### src/rtl/pcs_receive.sv
// pcs_receive: 1000BASE-X PCS receive stage.
// 8b/10b decode, simplified receive FSM, saturating invalid-code counter.
module pcs_receive #(
  parameter int ERR_CNT_W = 8
) (
  input  logic                 clock,
  input  logic                 mr_main_reset,
  input  logic                 code_sync_status,
  input  logic                 rx_even,
  input  logic [9:0]           SUDI,
  output logic [7:0]           RXD,
  output logic                 RX_DV,
  output logic                 RX_ER,
  output logic                 receiving,
  output logic [ERR_CNT_W-1:0] invalid_count
);

  typedef enum logic [2:0] {
    S_LINK_FAILED,
    S_WAIT_FOR_K,
    S_RX_K,
    S_IDLE_D,
    S_RECEIVE,
    S_T_SEEN
  } state_t;

  typedef enum logic [2:0] {
    C_DATA,
    C_COMMA,
    C_S,
    C_T,
    C_R,
    C_OTHK,
    C_INV
  } cls_t;

  logic [5:0] sb6;
  logic [3:0] sb4;
  logic [4:0] d5;
  logic [2:0] d3;
  logic       v6, v4, k28, a7;
  cls_t       cls;

  assign sb6 = SUDI[9:4];
  assign sb4 = SUDI[3:0];

  always_comb begin
    d5  = '0;
    v6  = 1'b1;
    k28 = 1'b0;
    case (sb6)
      6'b100111, 6'b011000: d5 = 5'd0;
      6'b011101, 6'b100010: d5 = 5'd1;
      6'b101101, 6'b010010: d5 = 5'd2;
      6'b110001:            d5 = 5'd3;
      6'b110101, 6'b001010: d5 = 5'd4;
      6'b101001:            d5 = 5'd5;
      6'b011001:            d5 = 5'd6;
      6'b111000, 6'b000111: d5 = 5'd7;
      6'b111001, 6'b000110: d5 = 5'd8;
      6'b100101:            d5 = 5'd9;
      6'b010101:            d5 = 5'd10;
      6'b110100:            d5 = 5'd11;
      6'b001101:            d5 = 5'd12;
      6'b101100:            d5 = 5'd13;
      6'b011100:            d5 = 5'd14;
      6'b010111, 6'b101000: d5 = 5'd15;
      6'b011011, 6'b100100: d5 = 5'd16;
      6'b100011:            d5 = 5'd17;
      6'b010011:            d5 = 5'd18;
      6'b110010:            d5 = 5'd19;
      6'b001011:            d5 = 5'd20;
      6'b101010:            d5 = 5'd21;
      6'b011010:            d5 = 5'd22;
      6'b111010, 6'b000101: d5 = 5'd23;
      6'b110011, 6'b001100: d5 = 5'd24;
      6'b100110:            d5 = 5'd25;
      6'b010110:            d5 = 5'd26;
      6'b110110, 6'b001001: d5 = 5'd27;
      6'b001110:            d5 = 5'd28;
      6'b101110, 6'b010001: d5 = 5'd29;
      6'b011110, 6'b100001: d5 = 5'd30;
      6'b101011, 6'b010100: d5 = 5'd31;
      6'b001111, 6'b110000: k28 = 1'b1;
      default:              v6 = 1'b0;
    endcase
  end

  always_comb begin
    d3 = '0;
    v4 = 1'b1;
    a7 = 1'b0;
    case (sb4)
      4'b1011, 4'b0100: d3 = 3'd0;
      4'b1001:          d3 = 3'd1;
      4'b0101:          d3 = 3'd2;
      4'b1100, 4'b0011: d3 = 3'd3;
      4'b1101, 4'b0010: d3 = 3'd4;
      4'b1010:          d3 = 3'd5;
      4'b0110:          d3 = 3'd6;
      4'b1110, 4'b0001: d3 = 3'd7;
      4'b0111, 4'b1000: begin
        d3 = 3'd7;
        a7 = 1'b1;
      end
      default:          v4 = 1'b0;
    endcase
  end

  // Kx.7 control codes reuse data 6b blocks 23/27/29/30 with the A7 4b form
  always_comb begin
    if (!(v6 && v4))
      cls = C_INV;
    else if (SUDI == 10'h0FA || SUDI == 10'h305)
      cls = C_COMMA;
    else if (SUDI == 10'h368 || SUDI == 10'h097)
      cls = C_S;
    else if (SUDI == 10'h2E8 || SUDI == 10'h117)
      cls = C_T;
    else if (SUDI == 10'h3A8 || SUDI == 10'h057)
      cls = C_R;
    else if (k28 || (a7 && (d5 == 5'd23 || d5 == 5'd27 ||
                            d5 == 5'd29 || d5 == 5'd30)))
      cls = C_OTHK;
    else
      cls = C_DATA;
  end

  state_t               state_q, state_d;
  logic [7:0]           rxd_q, rxd_d;
  logic                 dv_q, dv_d;
  logic                 er_q, er_d;
  logic                 recv_q, recv_d;
  logic [ERR_CNT_W-1:0] cnt_q, cnt_d;
  logic                 comma_e;

  assign comma_e = (cls == C_COMMA) && rx_even;

  always_comb begin
    state_d = state_q;
    rxd_d   = 8'h00;
    dv_d    = 1'b0;
    er_d    = 1'b0;
    cnt_d   = cnt_q;
    if (code_sync_status && cls == C_INV && cnt_q != '1)
      cnt_d = cnt_q + ERR_CNT_W'(1);
    if (!code_sync_status) begin
      state_d = S_LINK_FAILED;
      er_d    = (state_q == S_RECEIVE) || (state_q == S_T_SEEN);
    end else begin
      unique case (state_q)
        S_LINK_FAILED: state_d = S_WAIT_FOR_K;
        S_WAIT_FOR_K: begin
          if (comma_e)
            state_d = S_RX_K;
        end
        S_RX_K: begin
          state_d = (cls == C_DATA) ? S_IDLE_D : S_WAIT_FOR_K;
        end
        S_IDLE_D: begin
          if (comma_e) begin
            state_d = S_RX_K;
          end else if (cls == C_S && rx_even) begin
            state_d = S_RECEIVE;
            rxd_d   = 8'h55;
            dv_d    = 1'b1;
          end else begin
            state_d = S_WAIT_FOR_K;
          end
        end
        S_RECEIVE: begin
          unique case (cls)
            C_DATA: begin
              rxd_d = {d3, d5};
              dv_d  = 1'b1;
            end
            C_T: state_d = S_T_SEEN;
            C_COMMA: begin
              er_d    = 1'b1;
              state_d = rx_even ? S_RX_K : S_WAIT_FOR_K;
            end
            default: begin
              dv_d = 1'b1;
              er_d = 1'b1;
            end
          endcase
        end
        S_T_SEEN: begin
          er_d    = (cls != C_R);
          state_d = S_WAIT_FOR_K;
        end
        default: state_d = S_LINK_FAILED;
      endcase
    end
    recv_d = (state_d == S_RECEIVE) || (state_d == S_T_SEEN);
  end

  always_ff @(posedge clock) begin
    if (mr_main_reset) begin
      state_q <= S_LINK_FAILED;
      rxd_q   <= 8'h00;
      dv_q    <= 1'b0;
      er_q    <= 1'b0;
      recv_q  <= 1'b0;
      cnt_q   <= '0;
    end else begin
      state_q <= state_d;
      rxd_q   <= rxd_d;
      dv_q    <= dv_d;
      er_q    <= er_d;
      recv_q  <= recv_d;
      cnt_q   <= cnt_d;
    end
  end

  assign RXD           = rxd_q;
  assign RX_DV         = dv_q;
  assign RX_ER         = er_q;
  assign receiving     = recv_q;
  assign invalid_count = cnt_q;

endmodule
### config.mk
export PLATFORM = sky130hd
export DESIGN_NAME = pcs_receive
export DESIGN_NICKNAME = d
export VERILOG_FILES = /design/src/rtl/pcs_receive.sv
export SDC_FILE = /design/constraint.sdc
export NUM_CORES = 1
export LEC_CHECK = 0
export ABC_AREA = 1
export CORE_UTILIZATION = 55
export DETAILED_ROUTE_END_ITERATION = 6
export HOLD_SLACK_MARGIN = 0.02
export PLACE_DENSITY = 0.81
export SLEW_MARGIN = 20
export SYNTH_ARGS = -nofsm -noshare
export SYNTH_HDL_FRONTEND = slang
export SYNTH_SLANG_ARGS = --single-unit
### constraint.sdc
create_clock -name clock -period 2.3 [get_ports clock]
set_clock_uncertainty 0.05 [all_clocks]
set_input_delay 0.46 -clock clock [delete_from_list [all_inputs] [get_ports clock]]
set_output_delay 0.46 -clock clock [all_outputs]
set_load 0.02 [all_outputs]
==> Word-level counts from Yosys, hierarchy flattened <==
Index checks and enable logic that the tools add are counted.
{ "totals": {"ff_bits": 22, "out_inout_bits": 19, "wordCells": 168} }
{ "classes": {"addsub": 1, "n_eq_ne": 87, "muxes": 31, "bitwise": 1, "reduce_logical": 42} }
{ "ops": {"columns": ["op", "n"], "rows": [
  ["$pmux 5 s31", 1],
  ["$eq 6x6->1 const B", 24],
  ["$eq 6x5->1 const B", 14],
  ["$reduce_or 48->1", 1],
  ["$eq 6x4->1 const B", 7],
  ["$reduce_or 2->1", 21],
  ["$eq 10x10->1 const B", 4],
  ["$mux 3", 10],
  ["$eq 4x4->1 const B", 7],
  ["$pmux 3 s7", 1],
  ["$eq 10x8->1 const B", 2],
  ["$eq 5x5->1 const B", 4],
  ["$eq 6x3->1 const B", 3],
  ["$eq 4x3->1 const B", 4],
  ["$pmux 8 s2", 1],
  ["$eq 3x3->1 const B", 5],
  ["$pmux 3 s5", 1],
  ["$mux 7", 2],
  ["$reduce_or 14->1", 1],
  ["$eq 3x2->1 const B", 4],
  ["$eq 10x7->1 const B", 1],
  ["$eq 10x9->1 const B", 1],
  ["$logic_or 1x1->1", 10],
  ["$mux 1", 9],
  ["other kinds (14)", 24]
]} }

==> Depth between registers and ports, before layout <==
Gate-level depths: netlist (run 1).
{ "depth": {"ltp_word": 23, "mapped_depth": 15, "depth_no_buf": 15} }

==> Least setup slack after synthesis (run 1) <==
OpenSTA, ideal clock, no wires.
{ "synth_path": {"path_kind": "input to register", "start": "in SUDI[8]", "end": "reg cnt_q[6], in the netlist invalid_count[6]", "setup_ps": 132, "arrival_ps": 1682, "path_slack_ps": 436, "cell_stages": 13, "n_path_buf": 1, "path_cell_list": "nand2_1 inv_2 buf_6 nand3_1 nand2_1 nor2_1 nand2_1 nor2_1 nand3_2 a21oi_4 nand2_2 nand2_1 a21oi_1"} }
{ "synth_via": {"elab_chain_len": 18} }
{ "synth_lines": {"columns": ["element", "line_no", "text"], "rows": [
  ["start, declared", "10", "input logic [9:0] SUDI,"],
  ["$eq 6x6->1 (tied with other cells)", "51", "case (sb6)"],
  ["$reduce_or 2->1", null, null],
  ["$pmux 5 s31", "51", null],
  ["$eq 5x5->1", "122", "else if (k28 || (a7 && (d5 == 5'd23 || d5 == 5'd27 ||"],
  ["$logic_or 1x1->1 (2 in series)", "122", null],
  ["$logic_or 1x1->1", "123", "d5 == 5'd29 || d5 == 5'd30)))"],
  ["$logic_and 1x1->1", "122", null],
  ["$logic_or 1x1->1", "122", null],
  ["$mux 3", "122", null],
  ["$mux 3", "120", "else if (SUDI == 10'h3A8 || SUDI == 10'h057)"],
  ["$mux 3", "118", "else if (SUDI == 10'h2E8 || SUDI == 10'h117)"],
  ["$mux 3", "116", "else if (SUDI == 10'h368 || SUDI == 10'h097)"],
  ["$mux 3", "114", "else if (SUDI == 10'h0FA || SUDI == 10'h305)"],
  ["$mux 3 *", "112", "if (!(v6 && v4))"],
  ["$eq 3x3->1 *", "145", "if (code_sync_status && cls == C_INV && cnt_q != '1)"],
  ["$logic_and 1x1->1 * (2 in series)", "145", null],
  ["end signal, assigned", "212", "cnt_q <= cnt_d;"],
  ["end, declared", "134", "logic [ERR_CNT_W-1:0] cnt_q, cnt_d;"]
]} }
Every way passes the cells marked *; elsewhere a longest branch is shown, timed or not.
A chain may end at the register's enable or synchronous reset.

==> Final worst setup path (run 1) <==
{ "layout_path": {"start": "in SUDI[8]", "end": "reg rxd_q[6], in the netlist RXD[6]"} }
{ "layout_via": {"elab_chain_len": 20} }
{ "layout_lines": {"columns": ["element", "line_no", "text"], "rows": [
  ["$eq 6x6->1 (tied with other cells)", "51", null],
  ["$reduce_or 2->1", null, null],
  ["$pmux 5 s31", "51", null],
  ["$eq 5x5->1", "122", null],
  ["$logic_or 1x1->1 (2 in series)", "122", null],
  ["$logic_or 1x1->1", "123", null],
  ["$logic_and 1x1->1", "122", null],
  ["$logic_or 1x1->1", "122", null],
  ["[3 not listed]", null, null],
  ["$mux 3", "116", null],
  ["$mux 3", "114", null],
  ["$mux 3 *", "112", null],
  ["$eq 3x2->1", "163", "end else if (cls == C_S && rx_even) begin"],
  ["$logic_and 1x1->1", "163", null],
  ["$mux 7", "163", null],
  ["$mux 7", "161", "if (comma_e) begin"],
  ["$pmux 8 s2 *", "151", "unique case (state_q)"],
  ["end signal, assigned", "208", "rxd_q <= rxd_d;"],
  ["end, declared", "130", "logic [7:0] rxd_q, rxd_d;"]
]} }
Marked as above.

==> run_summary.xml, run 1 <==
<?xml version="1.0" encoding="UTF-8"?>
<metrics>
  <group name="detailed_routing">
    <metric name="drc" unit="">0</metric>
    <metric name="postRouteAntennaNets" unit="">0</metric>
    <metric name="drt_pre_antenna_iters" unit="">6</metric>
    <metric name="drt_wl_total" unit="mm">7.54</metric>
    <metric name="first_iter_violations" unit="">326</metric>
    <metric name="avgViaCountPerCell" unit="">5.76</metric>
    <metric name="wire_per_inst" unit="µm">14.7</metric>
    <metric name="number_of_vias_after_detailed_routing" unit="">2962</metric>
  </group>
  <group name="synthesis">
    <metric name="synth-warning-count" unit="">0</metric>
    <metric name="ys_types" unit="">33</metric>
    <metric name="synth.yosys.seq_area_share" unit="%">20.8</metric>
    <metric name="muxShareOfSynthArea" unit="%">0</metric>
    <metric name="synth_compound_area_share" unit="%">10.9</metric>
    <metric name="combinational_family_with_the_most_area_after_synthesis" unit="">simple AND/OR/NAND/NOR gates</metric>
    <metric name="nets_in_the_synthesized_netlist" unit="">374</metric>
    <metric name="yosys_register_bits" unit="">22</metric>
    <metric name="synth_adder_area_share" unit="%">0.591</metric>
    <metric name="synth_simple_gate_area_share" unit="%">55.2</metric>
    <metric name="synth_area" unit="µm²">2120</metric>
    <metric name="syn-instance-count" unit="">359</metric>
    <metric name="synth_xor_xnor_area_share" unit="%">2.48</metric>
    <metric name="synthesis.area_per_instance" unit="µm²">5.90</metric>
  </group>
  <group name="pwr">
    <metric name="switchingPower" unit="mW">0.339</metric>
    <metric name="internal_power" unit="mW">0.682</metric>
    <metric name="clock_power_share" unit="%">27.0</metric>
    <metric name="report.power.total" unit="mW">1.02</metric>
    <metric name="fraction_of_power_consumed_by_sequential_logic" unit="%">38.3</metric>
    <metric name="power.combinational.fraction" unit="%">34.7</metric>
    <metric name="p_sw_share" unit="%">33.2</metric>
    <metric name="static-leakage-power" unit="nW">1.54</metric>
    <metric name="vdd.ir_drop.worst" unit="mV">0.288</metric>
    <metric name="power.density" unit="nW/µm²">326</metric>
  </group>
  <group name="finish">
    <metric name="layout.cell_area.non_filler" unit="µm²">3130</metric>
    <metric name="fin_cells" unit="">514</metric>
    <metric name="num-nets-final" unit="">482</metric>
    <metric name="syn2layout_area_growth" unit="%">48.0</metric>
    <metric name="post-route-util" unit="%">85.0</metric>
    <metric name="insertedDiodeCount" unit="">0</metric>
    <metric name="drive_above_1_share" unit="%">28.5</metric>
  </group>
  <group name="clocking">
    <metric name="cts.htree.levels" unit="">1</metric>
    <metric name="cts_tree" unit="">yes</metric>
    <metric name="holdBufCountCts" unit="">0</metric>
    <metric name="worstSkewPairLatency" unit="ps">260</metric>
    <metric name="cts.sinks" unit="">22</metric>
    <metric name="cts.reportedPaths.clkPinSlew" unit="ps">70</metric>
    <metric name="root_buffer" unit="">sky130_fd_sc_hd__clkbuf_8</metric>
    <metric name="cts_buffers" unit="">3</metric>
    <metric name="clk_path_buf_depth" unit="">2</metric>
  </group>
  <group name="sta">
    <metric name="timing_hold_violations_final" unit="">0</metric>
    <metric name="slew_headroom" unit="%">71.4</metric>
    <metric name="setup_failing_eps_final" unit="">0</metric>
    <metric name="fin_crit_period" unit="ps">2260</metric>
    <metric name="grt_setup_unrepaired" unit="">true</metric>
    <metric name="drv_slew" unit="">0</metric>
    <metric name="setup-tns-final" unit="ps">0</metric>
    <metric name="tightestPinTransition" unit="ps">428</metric>
    <metric name="achievable-frequency" unit="MHz">442</metric>
    <metric name="final_min_period_over_clock_period" unit="%">98.3</metric>
  </group>
  <group name="critical_path">
    <metric name="r2r_cells" unit="">8</metric>
    <metric name="timing.rr.start" unit="">invalid_count[0]</metric>
    <metric name="crit_path_max_fanout" unit="">7</metric>
    <metric name="worstSetupPathType" unit="">in -&gt; reg</metric>
    <metric name="startpoint" unit="">SUDI[8]</metric>
    <metric name="cp_data_arrival_time" unit="ps">2390</metric>
    <metric name="type_of_origin_of_the_critical_path" unit="">input port</metric>
    <metric name="worst_r2r_endpoint" unit="">invalid_count[0]</metric>
    <metric name="rrSetupSlack" unit="ps">390</metric>
    <metric name="endpoint" unit="">RXD[6]</metric>
    <metric name="timing.critical_path.required" unit="ps">2430</metric>
    <metric name="critical_path.endpoint_type" unit="">flip-flop</metric>
  </group>
  <group name="floorplanning">
    <metric name="std_cell_rows" unit="">22</metric>
    <metric name="die-area" unit="µm²">4100</metric>
    <metric name="floorplan.io_pins" unit="">33</metric>
    <metric name="floorplan_die_height" unit="µm">64.1</metric>
    <metric name="core_area" unit="µm²">3690</metric>
    <metric name="chipWidth" unit="µm">64.1</metric>
    <metric name="floorplan.initialDensity" unit="%">57.4</metric>
  </group>
  <group name="placed_design">
    <metric name="dp.cells" unit="">504</metric>
    <metric name="routability_cong" unit="">0.996</metric>
    <metric name="place.detailed.hpwl" unit="mm">5.55</metric>
    <metric name="placedInstanceArea" unit="µm²">2970</metric>
    <metric name="io_buffer_count" unit="">32</metric>
  </group>
  <group name="global_route">
    <metric name="number_of_antenna_violations_at_the_first_check_in_global_routing" unit="">0</metric>
    <metric name="number_of_global_route_vias_before_repair" unit="">2583</metric>
    <metric name="met3_usage" unit="%">6.25</metric>
    <metric name="grt_pass1_wl" unit="mm">11.8</metric>
    <metric name="total_grt_overflow" unit="">0</metric>
    <metric name="grt_use_total" unit="%">36.8</metric>
    <metric name="global_route.peak_usage_layer" unit="">met2</metric>
    <metric name="met2_usage_grt" unit="%">59.2</metric>
    <metric name="pin_count_of_the_biggest_net_entering_global_routing" unit="">16</metric>
    <metric name="gr-usage-met1" unit="%">50.3</metric>
  </group>
  <group name="run_status">
    <metric name="status" unit="">complete, no violations</metric>
  </group>
  <group name="run">
    <metric name="cap_violations" unit="">0</metric>
  </group>
  <group name="min_path">
    <metric name="worstHoldPathType" unit="">reg -&gt; reg</metric>
    <metric name="min_delay_path_depth" unit="">2</metric>
  </group>
</metrics>
-- logic make-up after synthesis --
kind of cell | count (synthesis)
compound gates | 38
flops | 22
xor+xnor | 6
simple gates | 245
buf+inv | 47
fa+ha+maj | 1
-- stage by stage --
step,hold slack (ps),setup slack (ps)
6_report,464,38.1
5_1_grt,494,-17.3
4_1_cts,458,14.7
3_5_place_dp,449,-389
3_3_place_gp,438,-330
2_1_floorplan,501,436
-- area by class of cell --
type                            count  area (µm²)
Sequential cell                    22         440
Multi-Input combinational cell    292        1530
Timing Repair Buffer              107         890
Inverter                           41         156
Clock buffer                        4        55.1
Fill cell                         247         554
Tap cell                           48        60.1
-- power groups by stage --
stage	registers (mW)	logic (mW)	clock network (mW)
global route	0.392	0.377	0.294
detailed placement	0.400	0.321	0
floorplan	0.403	0.173	0
CTS	0.391	0.324	0.277
global placement	0.399	0.314	0
finish	0.391	0.354	0.275
-- placed cells by master, fill, tap and decap left out, types with 2 or more instances in the layout --
master / netlist / layout
sky130_fd_sc_hd__a21oi_1: 18 / 16
sky130_fd_sc_hd__a21oi_2: 1 / 3
sky130_fd_sc_hd__buf_12: 0 / 2
sky130_fd_sc_hd__buf_4: 0 / 73
sky130_fd_sc_hd__clkbuf_2: 0 / 5
sky130_fd_sc_hd__clkbuf_8: 0 / 4
sky130_fd_sc_hd__clkdlybuf4s50_1: 0 / 23
sky130_fd_sc_hd__dfxtp_1: 22 / 22
sky130_fd_sc_hd__dlymetal6s2s_1: 0 / 3
sky130_fd_sc_hd__inv_1: 30 / 30
sky130_fd_sc_hd__inv_2: 10 / 9
sky130_fd_sc_hd__nand2_1: 92 / 91
sky130_fd_sc_hd__nand2_2: 4 / 5
sky130_fd_sc_hd__nand3_1: 62 / 61
sky130_fd_sc_hd__nand3_2: 5 / 6
sky130_fd_sc_hd__nand3b_1: 2 / 2
sky130_fd_sc_hd__nand4_1: 10 / 10
sky130_fd_sc_hd__nor2_1: 42 / 35
sky130_fd_sc_hd__nor2_2: 4 / 11
sky130_fd_sc_hd__nor2_4: 7 / 9
sky130_fd_sc_hd__nor3_1: 12 / 12
sky130_fd_sc_hd__nor3b_1: 2 / 2
sky130_fd_sc_hd__o21ai_0: 8 / 8
sky130_fd_sc_hd__o22ai_1: 5 / 4
sky130_fd_sc_hd__xnor2_1: 2 / 2
sky130_fd_sc_hd__xor2_1: 4 / 4
-- synth_stat cells --
cell,number,share of area (%)
sky130_fd_sc_hd__nor3b_1,2,0.71
sky130_fd_sc_hd__o31ai_1,1,0.35
sky130_fd_sc_hd__nand3_2,5,2.4
sky130_fd_sc_hd__a31oi_1,1,0.30
sky130_fd_sc_hd__clkinv_1,1,0.18
sky130_fd_sc_hd__nor2_2,4,1.2
sky130_fd_sc_hd__a211oi_2,1,0.59
sky130_fd_sc_hd__nand3b_1,2,0.71
sky130_fd_sc_hd__nand3_1,62,15
sky130_fd_sc_hd__o2111ai_1,1,0.41
sky130_fd_sc_hd__nor4_1,1,0.30
sky130_fd_sc_hd__buf_6,5,2.7
sky130_fd_sc_hd__nor3_1,12,2.8
sky130_fd_sc_hd__nor2_4,7,3.7
sky130_fd_sc_hd__a21oi_4,1,0.77
sky130_fd_sc_hd__xnor2_1,2,0.83
sky130_fd_sc_hd__inv_1,30,5.3
sky130_fd_sc_hd__o22ai_1,5,1.5
sky130_fd_sc_hd__xor2_1,4,1.7
sky130_fd_sc_hd__nand2_4,1,0.53
sky130_fd_sc_hd__nand2_1,92,16
sky130_fd_sc_hd__o41ai_1,1,0.41
sky130_fd_sc_hd__o21ai_0,8,1.9
sky130_fd_sc_hd__a21oi_1,18,4.3
sky130_fd_sc_hd__ha_1,1,0.59
sky130_fd_sc_hd__clkbuf_1,1,0.18
sky130_fd_sc_hd__nor2_1,42,7.4
sky130_fd_sc_hd__dfxtp_1,22,21
sky130_fd_sc_hd__a21oi_2,1,0.41
sky130_fd_sc_hd__nand2_2,4,1.2
sky130_fd_sc_hd__inv_2,10,1.8
sky130_fd_sc_hd__nand4_1,10,3.0
sky130_fd_sc_hd__and3_1,1,0.30
-- layer usage --
| metal | vias to the layer above | wire, µm |
|---|---|---|
| met1 | 1335 | 3230 |
| met4 | 0 | 124 |
| met3 | 17 | 807 |
| met5 | - | 0 |
| li1 | 1426 | - |
| met2 | 184 | 3390 |
-- registers in the layout, indices dropped and copies added (netlist names) --
name	count
RXD	8
RX_ER	1
invalid_count	8
state_q	3
receiving	1
RX_DV	1
-- worst min-delay path by stage --
stage | start | slack [ps] | to
5_1_grt | invalid_count[1] | 490 | invalid_count[1]
3_5_place_dp | invalid_count[1] | 450 | invalid_count[1]
2_1_floorplan | state_q[1] | 500 | RX_ER
3_3_place_gp | invalid_count[1] | 440 | invalid_count[1]
4_1_cts | invalid_count[1] | 460 | invalid_count[1]
6_report | invalid_count[7] | 460 | invalid_count[7]
-- worst max-delay path, cell delays in order --
cell	delay (ps)
sky130_fd_sc_hd__dlygate4sd2_1	340
sky130_fd_sc_hd__inv_2	110
sky130_fd_sc_hd__nor2_2	380
sky130_fd_sc_hd__nand3_1	120
sky130_fd_sc_hd__nand2_1	120
sky130_fd_sc_hd__nor2_1	60
sky130_fd_sc_hd__nand2_1	60
sky130_fd_sc_hd__nor2_2	40
sky130_fd_sc_hd__nand3_2	90
sky130_fd_sc_hd__nand3_2	100
sky130_fd_sc_hd__nor2_4	180
sky130_fd_sc_hd__nand4_1	120
sky130_fd_sc_hd__a21oi_1	200
-- what timing repair did --
| action | in CTS | in global routing |
|---|---|---|
| gates cloned | 1 | 1 |
| gates resized for setup | 9 | 26 |
| pin swaps | 3 | 8 |
| setup endpoints to repair | 22 | 20 |
| setup buffers | 0 | 4 |
Power figures use the tool's default switching activity.
==> run 2, diff against run 1 <==
CORE_ASPECT_RATIO = 1.75   (was not set)
==> run_summary.xml, run 2 <==
<?xml version="1.0" encoding="UTF-8"?>
<metrics>
  <group name="run_status">
    <metric name="status" unit="">aborted with a tool error</metric>
    <metric name="lastStage" unit="">global routing (5_1_grt)</metric>
    <metric name="first-error" unit="">[ERROR GRT-0232] Routing congestion too high. Check the congestion heatmap in the GUI.</metric>
  </group>
  <group name="synthesis">
    <metric name="synth_largest_type_area_fraction" unit="%">20.8</metric>
    <metric name="synth_top_cells_by_count" unit="">sky130_fd_sc_hd__nand2_1, sky130_fd_sc_hd__nand3_1, sky130_fd_sc_hd__nor2_1, sky130_fd_sc_hd__inv_1, sky130_fd_sc_hd__dfxtp_1</metric>
    <metric name="yosysMostFrequentCell" unit="">sky130_fd_sc_hd__nand2_1</metric>
    <metric name="synth.yosys.seq_area_share" unit="%">20.8</metric>
    <metric name="synth-warning-count" unit="">0</metric>
    <metric name="nets_in_the_synthesized_netlist" unit="">374</metric>
    <metric name="synth_area" unit="µm²">2120</metric>
    <metric name="synthesis.area_per_instance" unit="µm²">5.90</metric>
    <metric name="synth_top_flop_cell" unit="">sky130_fd_sc_hd__dfxtp_1</metric>
    <metric name="synthDominantAreaCellType" unit="">sky130_fd_sc_hd__dfxtp_1</metric>
    <metric name="ys_types" unit="">33</metric>
    <metric name="yosys_register_bits" unit="">22</metric>
    <metric name="count_of_flip_flops_with_a_built_in_enable_after_synthesis" unit="">0</metric>
    <metric name="async_flop_share" unit="%">0</metric>
    <metric name="syn-instance-count" unit="">359</metric>
    <metric name="synth.top_cells.by_area" unit="">sky130_fd_sc_hd__dfxtp_1, sky130_fd_sc_hd__nand2_1, sky130_fd_sc_hd__nand3_1</metric>
  </group>
  <group name="clocking">
    <metric name="root_buffer" unit="">sky130_fd_sc_hd__clkbuf_8</metric>
    <metric name="cts_buffers" unit="">3</metric>
    <metric name="cts.sinks" unit="">22</metric>
    <metric name="cts.htree.levels" unit="">1</metric>
    <metric name="clk_path_buf_depth" unit="">2</metric>
    <metric name="holdBufCountCts" unit="">0</metric>
  </group>
  <group name="placed_design">
    <metric name="detailedPlace.worstSlack" unit="ps">-498</metric>
    <metric name="place.detailed.hpwl" unit="mm">6.70</metric>
    <metric name="routability_cong" unit="">1.06</metric>
    <metric name="io_buffer_count" unit="">32</metric>
  </group>
  <group name="floorplanning">
    <metric name="std_cell_rows" unit="">29</metric>
    <metric name="chipWidth" unit="µm">48.9</metric>
    <metric name="floorplan.initialDensity" unit="%">57.8</metric>
    <metric name="floorplan.io_pins" unit="">33</metric>
    <metric name="floorplan_die_height" unit="µm">84.1</metric>
  </group>
  <group name="sta">
    <metric name="globalroute.repair_timing.worst_endpoint" unit="">RX_ER$_SDFF_PP0_/D</metric>
    <metric name="worst-endpoint-pin-kind" unit="">register data pin</metric>
  </group>
  <group name="global_route">
    <metric name="grt_use_total" unit="%">52.8</metric>
    <metric name="pin_count_of_the_biggest_net_entering_global_routing" unit="">14</metric>
    <metric name="total_grt_overflow" unit="">2</metric>
  </group>
</metrics>
run 2: cell counts after synthesis:
Identical to the previous run, type by type.
run 2: metrics by stage:
| stage | instances | utilization [%] | cell area, µm² | setup TNS, ps |
|---|---|---|---|---|
| 4_1_cts | 516 | 85.5 | 3130 | 0 |
| 3_5_place_dp | 509 | 83.5 | 3060 | -9000 |
| 3_3_place_gp | 509 | 83.5 | 3060 | -7420 |
| 2_1_floorplan | 359 | - | 2120 | 0 |
run 2: cell families after synthesis:
kind of cell / count (synthesis) / share of synthesized area, %
AOI/OAI and AO/OA: 38 / 10.9
xor gates and xnor gates: 6 / 2.48
adders and majority gates: 1 / 0.591
buffers and inverters: 47 / 10.1
DFF: 22 / 20.8
and+or+nand+nor: 245 / 55.2
run 2: timing repair:
action                     CTS
pin swaps                    2
resized for setup           10
buffers inserted             2
cloned                       1
setup endpoints to repair   20
run 2: routing by layer:
metal / global-route usage, % / overflow
met5: 0 / 0
met4: 58.6 / 0
met3: 18.8 / 0
met2: 86.2 / 2
met1: 46.1 / 0
==> run 3, diff against run 2 <==
CORE_ASPECT_RATIO = not set   (was 1.75)
CORE_UTILIZATION = 40   (was 55)
HOLD_SLACK_MARGIN = not set   (was 0.02)
PLACE_DENSITY = not set   (was 0.81)
PLACE_DENSITY_LB_ADDON = 0.15   (was not set)
==> run_summary.xml, run 3 (synthesized netlist as in run 1, its figures left out) <==
<?xml version="1.0" encoding="UTF-8"?>
<metrics>
  <group name="run_status">
    <metric name="status" unit="">complete, no violations</metric>
  </group>
  <group name="floorplanning">
    <metric name="std_cell_rows" unit="">26</metric>
    <metric name="floorplan.initialDensity" unit="%">41.5</metric>
    <metric name="core_area" unit="µm²">5110</metric>
    <metric name="die-area" unit="µm²">5590</metric>
    <metric name="floorplan_die_height" unit="µm">74.8</metric>
    <metric name="chipWidth" unit="µm">74.8</metric>
    <metric name="floorplan.io_pins" unit="">33</metric>
  </group>
  <group name="sta">
    <metric name="finalHoldWorstSlack" unit="ps">459</metric>
    <metric name="slew_headroom" unit="%">69.9</metric>
    <metric name="tightestPinTransition" unit="ps">451</metric>
    <metric name="final_min_period_over_clock_period" unit="%">94.5</metric>
    <metric name="achievable-frequency" unit="MHz">460</metric>
    <metric name="fin_crit_period" unit="ps">2170</metric>
    <metric name="timing_hold_violations_final" unit="">0</metric>
    <metric name="grt_setup_unrepaired" unit="">true</metric>
    <metric name="drv_slew" unit="">0</metric>
    <metric name="setup_failing_eps_final" unit="">0</metric>
  </group>
  <group name="critical_path">
    <metric name="worstSetupPathType" unit="">in -&gt; reg</metric>
    <metric name="rrSetupSlack" unit="ps">460</metric>
    <metric name="type_of_origin_of_the_critical_path" unit="">input port</metric>
    <metric name="timing.rr.start" unit="">invalid_count[0]</metric>
    <metric name="startpoint" unit="">SUDI[6]</metric>
    <metric name="timing.critical_path.slowest_cell_delay" unit="ps">310</metric>
    <metric name="r2r_cells" unit="">8</metric>
    <metric name="worst_r2r_endpoint" unit="">invalid_count[2]</metric>
    <metric name="crit_cells" unit="">14</metric>
    <metric name="critical-path-top-cell-by-count" unit="">sky130_fd_sc_hd__nor2_1</metric>
    <metric name="critical_path.slowest_cell" unit="">sky130_fd_sc_hd__dlygate4sd2_1</metric>
    <metric name="crit_path_max_fanout" unit="">8</metric>
    <metric name="timing.critical_path.buf_inv" unit="">2</metric>
    <metric name="timing.critical_path.required" unit="ps">2410</metric>
    <metric name="critical_path.endpoint_type" unit="">flip-flop</metric>
    <metric name="cp_data_arrival_time" unit="ps">2280</metric>
    <metric name="cp_cell_sequence" unit="">dlygate4sd2_1 -&gt; buf_4 -&gt; nor2_4 -&gt; nand2_1 -&gt; nor2_2 -&gt; nor2_1 -&gt; nand2_1 -&gt; nor2_1 -&gt; nand3_2 -&gt; nand3_2 -&gt; nor2_4 -&gt; nand2_4 -&gt; a21oi_2 -&gt; nor2_1</metric>
    <metric name="crit_family" unit="">simple AND/OR/NAND/NOR gates</metric>
    <metric name="endpoint" unit="">RX_ER</metric>
  </group>
  <group name="clocking">
    <metric name="cts.reportedPaths.clkPinSlew" unit="ps">80</metric>
    <metric name="cts_tree" unit="">yes</metric>
    <metric name="root_buffer" unit="">sky130_fd_sc_hd__clkbuf_8</metric>
    <metric name="worstSkewPairLatency" unit="ps">260</metric>
    <metric name="cts_buffers" unit="">3</metric>
    <metric name="cts.sinks" unit="">22</metric>
    <metric name="clk_path_buf_depth" unit="">2</metric>
    <metric name="cts.htree.levels" unit="">1</metric>
  </group>
  <group name="placed_design">
    <metric name="io_buffer_count" unit="">32</metric>
    <metric name="routability_cong" unit="">0.935</metric>
    <metric name="dp.cells" unit="">524</metric>
    <metric name="place.detailed.hpwl" unit="mm">5.13</metric>
  </group>
  <group name="detailed_routing">
    <metric name="drt_wl_total" unit="mm">6.71</metric>
    <metric name="avgViaCountPerCell" unit="">5.16</metric>
    <metric name="wire_per_inst" unit="µm">12.6</metric>
    <metric name="first_iter_violations" unit="">272</metric>
    <metric name="drc" unit="">0</metric>
    <metric name="number_of_vias_after_detailed_routing" unit="">2751</metric>
    <metric name="postRouteAntennaNets" unit="">0</metric>
    <metric name="drt_pre_antenna_iters" unit="">6</metric>
  </group>
  <group name="finish">
    <metric name="insertedDiodeCount" unit="">0</metric>
    <metric name="fin_cells" unit="">533</metric>
    <metric name="drive_above_1_share" unit="%">27.9</metric>
    <metric name="filler_cell_count" unit="">494</metric>
    <metric name="num-nets-final" unit="">479</metric>
    <metric name="final_cell_mix" unit="">sky130_fd_sc_hd__nand2_1, sky130_fd_sc_hd__buf_4, sky130_fd_sc_hd__nand3_1, sky130_fd_sc_hd__nor2_1, sky130_fd_sc_hd__inv_1</metric>
    <metric name="syn2layout_area_growth" unit="%">49.0</metric>
    <metric name="post-route-util" unit="%">61.8</metric>
    <metric name="commonest_non_fill_non_tap_cell_in_the_layout" unit="">sky130_fd_sc_hd__nand2_1</metric>
  </group>
  <group name="global_route">
    <metric name="pin_count_of_the_biggest_net_entering_global_routing" unit="">17</metric>
    <metric name="number_of_global_route_vias_before_repair" unit="">2365</metric>
    <metric name="grt_pass1_wl" unit="mm">10.5</metric>
    <metric name="number_of_antenna_violations_at_the_first_check_in_global_routing" unit="">0</metric>
    <metric name="total_grt_overflow" unit="">0</metric>
    <metric name="grt_use_total" unit="%">24.0</metric>
  </group>
  <group name="pwr">
    <metric name="internal_power" unit="mW">0.677</metric>
    <metric name="clock_power_share" unit="%">27.3</metric>
    <metric name="p_sw_share" unit="%">32.4</metric>
    <metric name="static-leakage-power" unit="nW">1.52</metric>
    <metric name="power.combinational.fraction" unit="%">33.7</metric>
    <metric name="switchingPower" unit="mW">0.325</metric>
    <metric name="power.density" unit="nW/µm²">317</metric>
    <metric name="vdd.ir_drop.worst" unit="mV">0.225</metric>
    <metric name="fraction_of_power_consumed_by_sequential_logic" unit="%">39.0</metric>
  </group>
  <group name="min_path">
    <metric name="worstHoldPathType" unit="">reg -&gt; reg</metric>
  </group>
  <group name="run">
    <metric name="cap_violations" unit="">0</metric>
  </group>
</metrics>
run 3: through the flow:
| stage | cell area [µm²] | setup WS (ps) | TNS (ps) | power, mW |
|---|---|---|---|---|
| 2_1_floorplan | 2120 | 436 | 0 | 0.576 |
| 3_3_place_gp | 2980 | -393 | -6490 | 0.705 |
| 3_5_place_dp | 2980 | -400 | -6420 | 0.708 |
| 4_1_cts | 3090 | 2.24 | 0 | 0.994 |
| 5_1_grt | 3160 | -11.7 | -37.3 | 1.06 |
| 6_report | 3160 | 125 | 0 | 1.00 |
run 3: worst min path at each step:
stage | start | end | cells after the start
6_report | invalid_count[1] | invalid_count[1] | 2
2_1_floorplan | state_q[1] | RX_ER | 3
5_1_grt | invalid_count[7] | invalid_count[7] | 2
4_1_cts | invalid_count[1] | invalid_count[1] | 2
3_5_place_dp | invalid_count[1] | invalid_count[1] | 2
3_3_place_gp | invalid_count[1] | invalid_count[1] | 2
run 3: layout make-up:
| type | instances | area [µm²] | area share (%) |
|---|---|---|---|
| tap | 70 | 87.6 | 2.77 |
| sequential | 22 | 440 | 14.0 |
| clock buffer | 4 | 55.1 | 1.74 |
| inverter | 41 | 154 | 4.88 |
| multi-input combinational | 291 | 1540 | 48.9 |
| timing repair buffer | 105 | 876 | 27.7 |
run 3: worst register-to-register path: cells and delay by family, from the launching register on:
family | cells | cell delay, ps
simple gates | 5 | 930
compound gates | 1 | 120
flops | 1 | 400
fa+ha+maj | 1 | 200
buf+inv | 1 | 60
run 3: repair_timing:
action	4_1_cts	5_1_grt
gates cloned	0	1
resized for setup	11	26
hold buffers	0	0
pin swaps	3	6
endpoints found under the setup margin	17	12
endpoints found under the hold margin	0	0
setup buffers	2	2
run 3: per-layer routing:
layer,GRT usage (%),share of wire [%],vias up
li1,-,-,1406
met1,35.7,45,1200
met2,37.4,45,135
met3,3.35,9.4,10
met4,3.14,0.86,0
met5,0,0,-
run 3: power groups by stage:
stage,combinational [mW],sequential (mW),clock [mW]
floorplan,0.173,0.403,0
global placement,0.306,0.399,0
detailed placement,0.308,0.400,0
CTS,0.316,0.390,0.287
global route,0.368,0.391,0.298
finish,0.337,0.391,0.273
